### src/rtl/clock_gearbox_pkg.sv
// clock_gearbox shared constants
// default parameters and channel limits
package clock_gearbox_pkg;

  localparam int CG_MAX_CH      = 8;
  localparam int CG_DIV_W       = 16;
  localparam int CG_DEFAULT_DIV = 0;
  localparam int CG_RST_CYCLES  = 65535;
  localparam int CG_DEB_CYCLES  = 1000;
  localparam int CG_RST_W       = 20;

endpackage

### src/rtl/clock_gearbox_ce_divider.sv
// ce_divider: one clock-enable channel
// holds div/cnt, emits registered ce pulse
module ce_divider #(
  parameter int DIV_W       = 16,
  parameter int DEFAULT_DIV = 0
) (
  input  logic             CLK,
  input  logic             RESET,
  input  logic             run,
  input  logic             load,
  input  logic [DIV_W-1:0] load_val,
  input  logic             step_mode,
  input  logic             step_pulse,
  input  logic             step_exit,
  output logic             ce
);

  localparam logic [DIV_W-1:0] DIV_RST = DIV_W'(DEFAULT_DIV);

  logic [DIV_W-1:0] div;
  logic [DIV_W-1:0] cnt;

  // divide counter; load and step control override free-running count
  always_ff @(posedge CLK) begin
    if (RESET) begin
      div <= DIV_RST;
      cnt <= '0;
      ce  <= 1'b0;
    end else if (!run) begin
      cnt <= '0;
      ce  <= 1'b0;
    end else if (load) begin
      div <= load_val;
      cnt <= '0;
      ce  <= 1'b0;
    end else if (step_mode) begin
      ce  <= step_pulse;
    end else if (step_exit) begin
      cnt <= '0;
      ce  <= 1'b0;
    end else if (cnt == div) begin
      cnt <= '0;
      ce  <= 1'b1;
    end else begin
      cnt <= cnt + 1'b1;
      ce  <= 1'b0;
    end
  end

endmodule

### src/rtl/clock_gearbox.sv
// clock_gearbox: reset sequencer + N_CH ce dividers
// optional single-step via CLOCK_GEARBOX_STEP_EN
module clock_gearbox
  import clock_gearbox_pkg::*;
#(
  parameter int N_CH        = 2,
  parameter int DIV_W       = CG_DIV_W,
  parameter int DEFAULT_DIV = CG_DEFAULT_DIV,
  parameter int RST_CYCLES  = CG_RST_CYCLES,
  parameter int DEB_CYCLES  = CG_DEB_CYCLES
) (
  input  logic             CLK,
  input  logic             RESET,
  output logic             resetn,
  output logic [N_CH-1:0]  ce,
  input  logic             div_load,
  input  logic [2:0]       div_ch,
  input  logic [DIV_W-1:0] div_val,
  input  logic             step_mode,
  input  logic             step_btn
);

  if (N_CH < 1 || N_CH > CG_MAX_CH) begin : g_bad_nch
    $error("clock_gearbox: N_CH out of range");
  end
  if (RST_CYCLES < 1 || RST_CYCLES >= (1 << CG_RST_W)) begin : g_bad_rst
    $error("clock_gearbox: RST_CYCLES out of range");
  end

  localparam logic [CG_RST_W-1:0] RST_END = CG_RST_W'(RST_CYCLES);
  localparam logic [3:0] NCH_L = 4'(N_CH);

  logic [CG_RST_W-1:0] rst_cnt;
  logic ch_ok;
  logic step_on;
  logic step_pulse;
  logic step_exit;

  // reset sequencer: count up after RESET, saturate at RST_END
  always_ff @(posedge CLK) begin
    if (RESET) begin
      rst_cnt <= '0;
    end else if (rst_cnt != RST_END) begin
      rst_cnt <= rst_cnt + 1'b1;
    end
  end

  assign resetn = (rst_cnt == RST_END);
  assign ch_ok  = ({1'b0, div_ch} < NCH_L);

`ifdef CLOCK_GEARBOX_STEP_EN
  localparam int DEB_W = $clog2(DEB_CYCLES + 1);
  localparam logic [DEB_W-1:0] DEB_END = DEB_W'(DEB_CYCLES - 1);

  logic [1:0]       btn_sync;
  logic             deb;
  logic             deb_q;
  logic             mode_q;
  logic [DEB_W-1:0] deb_cnt;

  // button sync + debounce; level accepted after DEB_CYCLES stable
  always_ff @(posedge CLK) begin
    if (RESET) begin
      btn_sync <= '0;
      deb      <= 1'b0;
      deb_q    <= 1'b0;
      deb_cnt  <= '0;
      mode_q   <= 1'b0;
    end else begin
      btn_sync <= {btn_sync[0], step_btn};
      deb_q    <= deb;
      mode_q   <= step_mode;
      if (btn_sync[1] == deb) begin
        deb_cnt <= '0;
      end else if (deb_cnt == DEB_END) begin
        deb     <= btn_sync[1];
        deb_cnt <= '0;
      end else begin
        deb_cnt <= deb_cnt + 1'b1;
      end
    end
  end

  assign step_on    = step_mode;
  assign step_pulse = deb & ~deb_q;
  assign step_exit  = mode_q & ~step_mode;
`else
  logic        unused_step;
  logic [31:0] unused_deb;

  assign unused_step = &{1'b0, step_mode, step_btn};
  assign unused_deb  = 32'(DEB_CYCLES);
  assign step_on     = 1'b0;
  assign step_pulse  = 1'b0;
  assign step_exit   = 1'b0;
`endif

  for (genvar i = 0; i < N_CH; i++) begin : g_ch
    logic ld;
    assign ld = div_load && ch_ok && (div_ch == 3'(i));

    ce_divider #(
      .DIV_W      (DIV_W),
      .DEFAULT_DIV(DEFAULT_DIV)
    ) u_div (
      .CLK       (CLK),
      .RESET     (RESET),
      .run       (resetn),
      .load      (ld),
      .load_val  (div_val),
      .step_mode (step_on),
      .step_pulse(step_pulse),
      .step_exit (step_exit),
      .ce        (ce[i])
    );
  end

endmodule

### config.mk
export PLATFORM = sky130hd
export DESIGN_NAME = clock_gearbox
export DESIGN_NICKNAME = d
export VERILOG_FILES = /design/src/rtl/clock_gearbox_pkg.sv /design/src/rtl/clock_gearbox_ce_divider.sv /design/src/rtl/clock_gearbox.sv
export SDC_FILE = /design/constraint.sdc
export NUM_CORES = 1
export LEC_CHECK = 0
export ABC_AREA = 1
export CORE_ASPECT_RATIO = 1.2
export CORE_MARGIN = 5
export CORE_UTILIZATION = 60
export DETAILED_ROUTE_END_ITERATION = 7
export GPL_TIMING_DRIVEN = 0
export PLACE_DENSITY = 0.85
export SETUP_SLACK_MARGIN = 0.15
export SLEW_MARGIN = 20
export SYNTH_ARGS = -nofsm -noshare
export SYNTH_HDL_FRONTEND = slang
export SYNTH_SLANG_ARGS = --single-unit
### constraint.sdc
create_clock -name CLK -period 3.8 [get_ports CLK]
set_input_delay 0.57 -clock CLK [delete_from_list [all_inputs] [get_ports CLK]]
set_output_delay 0.57 -clock CLK [all_outputs]
set_load 0.1 [all_outputs]
==> results of run 1 <==
==> cell type report <==
type,count,area share [%]
well taps,90,2.238
clock inverters,6,1.417
repair buffers,24,4.749
flip-flops and latches,86,34.21
plain buffers,19,1.989
clock buffers,10,2.536
multi-input cells,487,45.77
inverters,95,7.086
==> state kept, by name (all words and copies together), names as in the netlist <==
signal,count
g_ch.u_div.div,32
g_ch.u_div.cnt,32
rst_cnt,20
g_ch.u_div.ce,2
==> through the flow <==
step                      hold WS (ns)  utilization (%)  power, mW  setup slack (ns)
after floorplan                 0.4390                -     0.9423             1.433
after global placement          0.4463            66.46     0.9756            0.5869
after detailed placement        0.4620            66.46     0.9761            0.5192
after CTS                       0.4829            69.18      1.612            0.4062
after global routing            0.5086            69.18      1.662            0.2521
final                           0.4807            69.18      1.604            0.4059
==> worst paths after layout <==
path / start / endpoint / slack [ns] / cells after the start
setup / recovery: rst_cnt[0] / resetn / 0.41 / 8
hold / removal: g_ch[0].u_div.div[6] / g_ch[0].u_div.div[6] / 0.48 / 2
setup reg to reg: rst_cnt[0] / g_ch[0].u_div.div[13] / 1.51 / 9
hold reg to reg: g_ch[0].u_div.div[6] / g_ch[0].u_div.div[6] / 0.48 / 2
==> critical path: stages, from the launching register on <==
cell and delay (ns):
dfxtp_1 0.50, ha_1 0.34, nand2_1 0.15, nor2_4 0.18, nand2_4 0.12, nor2_1 0.11
nand3_1 0.13, inv_1 0.09, dlygate4sd2_1 0.85
==> kinds of logic after synthesis <==
family / after synthesis / synth area share [%]
compound gates: 42 / 4.718
xor+xnor: 35 / 6.840
fa+ha+maj: 3 / 0.8376
buf+inv: 114 / 10.19
flops: 86 / 38.41
simple gates: 407 / 39.00
==> per-layer routing <==
layer / vias to the layer above / part of all wire (%)
met4: 0 / 3.1
met3: 26 / 5.1
met1: 1937 / 44
li1: 2208 / -
met5: - / 0
met2: 117 / 48
==> power by group through the flow <==
stage | clock network [mW] | registers [mW] | logic, mW
after floorplan | 0 | 0.927 | 0.0154
after global placement | 0 | 0.928 | 0.0471
after global routing | 0.701 | 0.908 | 0.0525
after CTS | 0.657 | 0.907 | 0.0478
after detailed placement | 0 | 0.929 | 0.0475
final | 0.647 | 0.908 | 0.0485
==> what timing repair did <==
item | in CTS | in global routing
hold buffers | 0 | 0
gates resized for setup | 1 | 0
setup endpoints to repair | 1 | 0
endpoints found under the hold margin | 0 | 0
==> Yosys cell counts <==
| master | n | share of area, % |
|---|---|---|
| xnor2_1 | 10 | 2.0 |
| inv_2 | 1 | 0.084 |
| nor2_2 | 11 | 1.5 |
| inv_1 | 94 | 7.9 |
| o21ai_0 | 3 | 0.33 |
| a21oi_1 | 38 | 4.2 |
| xor2_1 | 25 | 4.9 |
| dfxtp_1 | 86 | 38 |
| nand3_2 | 1 | 0.22 |
| nor2_1 | 109 | 9.1 |
| ha_1 | 3 | 0.84 |
| nor2_8 | 1 | 0.45 |
| buf_4 | 2 | 0.33 |
| nor2_4 | 1 | 0.25 |
| nand3_1 | 32 | 3.6 |
| nand2_2 | 2 | 0.28 |
| buf_6 | 2 | 0.50 |
| a31oi_1 | 1 | 0.14 |
| nand2_1 | 201 | 17 |
| buf_2 | 5 | 0.56 |
| nand4_1 | 38 | 5.3 |
| nand2_4 | 1 | 0.25 |
| nor3_1 | 9 | 1.0 |
| nand3b_1 | 1 | 0.17 |
| clkbuf_1 | 10 | 0.84 |
==> cells in the final DEF (no fill, tap or decap), types with 2 or more instances in the layout <==
master	n
a21oi_1	38
buf_2	5
buf_4	2
buf_6	2
clkbuf_1	11
clkbuf_8	9
clkdlybuf4s50_1	23
clkinv_4	2
clkinvlp_4	2
dfxtp_1	86
ha_1	3
inv_1	94
nand2_1	201
nand2_2	2
nand3_1	32
nand4_1	38
nor2_1	109
nor2_2	11
nor3_1	9
o21ai_0	3
xnor2_1	10
xor2_1	25
==> reports/summary.txt, run 1 <==
Die area: 9305 sq um
Post-DRT Antenna Nets: 0
DP Area: 4835 sq um
Die X: 88.90 um
Final worst path period need: 3.394 ns
Final setup viols: 0
Vias/cell: 5.248
Routed len/inst: 12.41 um
First-pass GRT wire length: 17,110 um
Clock Power Share: 40.4%
Root Buffer: clkbuf_8
Gr busiest metal: met2
Final instance count without filler cells: 817
Num CTS Buffers: 9
Clock Path Buffers: 2
RSZ-0062 raised after global routing: no
Largest net degree at the start of global routing: 16
Layout cells sized above 1: 5.777%
Comb pwr share: 3.0%
Die Span Y: 104.7 um
Pwr Density: 318.6 nW/um^2
Net Sw Power: 0.3679 mW
Routing usage on met3: 2.913%
Cells after synthesis: 687
Mapped Avg Cell Area: 6.524 sq um
Critical Path RT: 3.23 ns
Final hold vios: 0
Setup crit start kind: flop
Slew margin rel.: 35.27%
CP max FO: 7
Final Skew: 0.008204 ns
Vias in the first global route: 3,939
CTS tree: done
H-Tree Depth: 3
Slew @ Worst Pin: 0.9679 ns
Row Count: 34
Layout Nets: 749
I/O pin cnt: 27
Reg power frac: 56.6%
Share of the clock period used by the worst path: 89.32%
ANT cells: 0
Drt total wl: 10,140 um
Yosys warning total: 0
Starting Density: 61.61%
GR Util All Layers: 22.74%
Syn_nets: 714
GPL Wtd Cong: 0.9533
Clock sink count: 86
Std-Cell Core Area: 7274 sq um
Initial antenna violation count: 0
Drc violations: 0
Crit Path Class: reg2out
Post-route cell area: 5032 sq um
Switching Fraction: 22.95%
Max Slew Vio Count: 0
Internal Pwr Total: 1.236 mW
Post-CTS setup buffer count: 0
Worst-path clk slew: 0.09 ns
Inst Count DP: 801
Met1 Use GR: 29.19%
M2 GR Usage: 37.21%
Number of vias after detailed routing: 4,288
Maxcap violations: 0
Outcome: completed
Leak: 1.855 nW
I/O Buffers: 24
Synth Cell Area: 4482 sq um
DR pass1 iterations: 7
Total grt overflow: 0
Register area: 1722 sq um
Yosys reg bits: 86
Sequential element share of the synthesized area: 38.41%
Clock latency on the worst-skew pair: 0.35 ns
Iteration-0 DRC Markers: 261
Worst Setup End Kind: output port
Fmax: 294.6 MHz
Crit path DAT: 2.82 ns
Setup TNS Final: 0 ns
Filler cells: 667
VDD IR max: 0.0002438 V
Netlist cell types: 25
Multi-input gate area: 2303 sq um
Placed wire-length estimate: 7810 um
P&R area growth vs syn: 12.28%
Hold WC Path Type: reg2reg
Note: power is estimated with default switching activity, not from simulation.
==> run 2, diff against run 1 <==
--- a/config.mk
+++ b/config.mk
@@ -11,7 +11,7 @@
 export CORE_UTILIZATION = 60
 export DETAILED_ROUTE_END_ITERATION = 7
 export GPL_TIMING_DRIVEN = 0
-export PLACE_DENSITY = 0.85
+export PLACE_DENSITY = 0.91
 export SETUP_SLACK_MARGIN = 0.15
 export SLEW_MARGIN = 20
 export SYNTH_ARGS = -nofsm -noshare
==> reports/summary.txt, run 2 (synthesis gave the netlist of run 1 again) <==
Worst Hold End: rst_cnt[17] (was g_ch[0].u_div.div[6])
Vias/cell: 5.311 (was 5.248)
Max Slew Vio Count: 0 (unchanged)
Row Count: 34 (unchanged)
Total grt overflow: 0 (unchanged)
Slew @ Worst Pin: 0.9655 ns (was 0.9679 ns)
Share of the clock period used by the worst path: 88.82% (was 89.32%)
Worst-path clk slew: 0.07 ns (was 0.09 ns)
Slew margin rel.: 35.43% (was 35.27%)
Post-route cell area: 5032 sq um (unchanged)
Iteration-0 DRC Markers: 209 (was 261)
Hold WC Path Type: reg2reg (unchanged)
Register-to-register setup slack: 1.55 ns (was 1.51 ns)
Critical Path RT: 3.23 ns (about the same)
RSZ-0062 raised after global routing: no (unchanged)
Cts hold-fix bufs: 0 (unchanged)
Drt total wl: 10,170 um (was 10,140 um)
Die X: 88.90 um (unchanged)
Final hold vios: 0 (unchanged)
Final worst path period need: 3.375 ns (was 3.394 ns)
RR Startpoint: rst_cnt[0] (unchanged)
Setup crit start kind: flop (unchanged)
I/O Buffers: 24 (unchanged)
PostCTS Resize Cnt: 1 (unchanged)
Commonest non-fill, non-tap cell in the layout: nand2_1 (unchanged)
Clock latency on the worst-skew pair: 0.35 ns (about the same)
Drc violations: 0 (unchanged)
CP cell instances: ha_1 > nand2_1 > nor2_4 > nand2_4 > nor2_1 > nand3_1 > inv_1 > dlygate4sd2_1 (unchanged)
Maxcap violations: 0 (unchanged)
Outcome: completed (unchanged)
Hold Path Depth: 2 (unchanged)
DP Area: 4835 sq um (unchanged)
Worst hold start: rst_cnt[17] (was g_ch[0].u_div.div[6])
Die area: 9305 sq um (unchanged)
Vias in the first global route: 4,061 (was 3,939)
Critical R2R Capture: g_ch[0].u_div.div[10] (was g_ch[0].u_div.div[13])
CP max FO: 7 (unchanged)
Num CTS Buffers: 9 (unchanged)
Initial antenna violation count: 0 (unchanged)
Largest net degree at the start of global routing: 14 (was 16)
Layout Nets: 749 (unchanged)
Crit Path Class: reg2out (unchanged)
Setup TNS Final: 0 ns (unchanged)
Layout cells sized above 1: 5.647% (was 5.777%)
Die Span Y: 104.7 um (unchanged)
Clock Path Buffers: 2 (unchanged)
I/O pin cnt: 27 (unchanged)
Worst hold slack: 0.4777 ns (was 0.4807 ns)
ANT cells: 0 (unchanged)
Slowest Stage Delay on Critical Path: 0.86 ns (was 0.85 ns)
Crit path DAT: 2.81 ns (was 2.82 ns)
Fmax: 296.3 MHz (was 294.6 MHz)
GR Util All Layers: 22.90% (was 22.74%)
P&R area growth vs syn: 12.28% (unchanged)
Pwr Density: 318.8 nW/um^2 (was 318.6 nW/um^2)
Largest regs: g_ch.u_div.cnt: 32 flops, g_ch.u_div.div: 32 flops, rst_cnt: 20 flops (unchanged)
Post-DRT Antenna Nets: 0 (unchanged)
Leak: 1.865 nW (was 1.855 nW)
Commonest cells after routing, fill and taps aside: 201 x nand2_1, 109 x nor2_1, 94 x inv_1 (unchanged)
Clock sink count: 86 (unchanged)
Worst Setup End Kind: output port (unchanged)
Filler cells: 638 (was 667)
R2R depth: 9 (unchanged)
Std-Cell Core Area: 7274 sq um (unchanged)
H-Tree Depth: 3 (unchanged)
First-pass GRT wire length: 17,240 um (was 17,110 um)
DR pass1 iterations: 5 (was 7)
Routed len/inst: 12.47 um (was 12.41 um)
Post-CTS setup buffer count: 0 (unchanged)
GPL Wtd Cong: 0.9899 (was 0.9533)
Placed wire-length estimate: 7813 um (was 7810 um)
Final setup viols: 0 (unchanged)
Starting Density: 61.61% (unchanged)
Final Skew: 0.01427 ns (was 0.008204 ns)
VDD IR max: 0.0002467 V (was 0.0002438 V)
Number of vias after detailed routing: 4,334 (was 4,288)
Critical path's slowest cell: dlygate4sd2_1 (unchanged)
CTS tree: done (unchanged)
Root Buffer: clkbuf_8 (unchanged)
==> run 2: worst max-delay path by stage <==
stage,from,to,slack (ns),depth (start not counted)
6_report,rst_cnt[0],resetn,0.42,8
3_5_place_dp,rst_cnt[0],resetn,0.53,8
2_1_floorplan,rst_cnt[0],resetn,1.43,7
4_1_cts,rst_cnt[0],resetn,0.42,8
5_1_grt,rst_cnt[0],resetn,0.28,8
3_3_place_gp,rst_cnt[0],resetn,0.58,8
==> run 2: layout make-up <==
| cell class | count | area, sq um | area share, % |
|---|---|---|---|
| clock buffer | 12 | 155.1 | 3.083 |
| inverter | 95 | 356.6 | 7.086 |
| tap | 90 | 112.6 | 2.238 |
| buffer | 19 | 100.1 | 1.989 |
| multi-input combinational | 487 | 2303 | 45.77 |
| timing repair buffer | 24 | 239.0 | 4.749 |
| clock inverter | 3 | 43.79 | 0.8702 |
| sequential | 86 | 1722 | 34.21 |
==> run 2: where the power goes <==
| group | internal (mW) | switching (mW) |
|---|---|---|
| clock | 0.337 | 0.312 |
| combinational | 0.0241 | 0.0248 |
| sequential | 0.903 | 0.00421 |
| total | 1.26 | 0.341 |
==> run 2: per-layer routing <==
layer  vias to the layer above  share of wire [%]  GRT usage [%]
li1                       2204                  -              -
met1                      1959                 42          27.58
met2                       138                 49          38.80
met3                        33                5.5          4.252
met4                         0                3.2          10.15
met5                         -                  0              0
==> run 2: through the flow <==
| stage | instances | worst slack (ns) | power (mW) | util, % |
|---|---|---|---|---|
| after floorplan | 687 | 1.433 | 0.9423 | - |
| after global placement | 801 | 0.5807 | 0.9749 | 66.46 |
| after detailed placement | 801 | 0.5259 | 0.9761 | 66.46 |
| after CTS | 816 | 0.4197 | 1.613 | 69.18 |
| after global routing | 816 | 0.2803 | 1.652 | 69.18 |
| final | 816 | 0.4248 | 1.604 | 69.18 |
==> run 2: worst max-delay path: cells and delay by family, from the launching register on <==
family / cells / cell delay, ns
fa+ha+maj: 1 / 0.35
flops: 1 / 0.48
buf+inv: 2 / 0.95
simple gates: 5 / 0.68
==> run 3, diff against run 2 <==
--- a/config.mk
+++ b/config.mk
@@ -6,9 +6,11 @@
 export NUM_CORES = 1
 export LEC_CHECK = 0
 export ABC_AREA = 1
+export ABC_CLOCK_PERIOD_IN_PS = 3800
 export CORE_ASPECT_RATIO = 1.2
 export CORE_MARGIN = 5
 export CORE_UTILIZATION = 60
+export CTS_CLUSTER_DIAMETER = 80
 export DETAILED_ROUTE_END_ITERATION = 7
 export GPL_TIMING_DRIVEN = 0
 export PLACE_DENSITY = 0.91
==> results of run 3 <==
Final layout, timing and power as in run 2 (identical DEF).
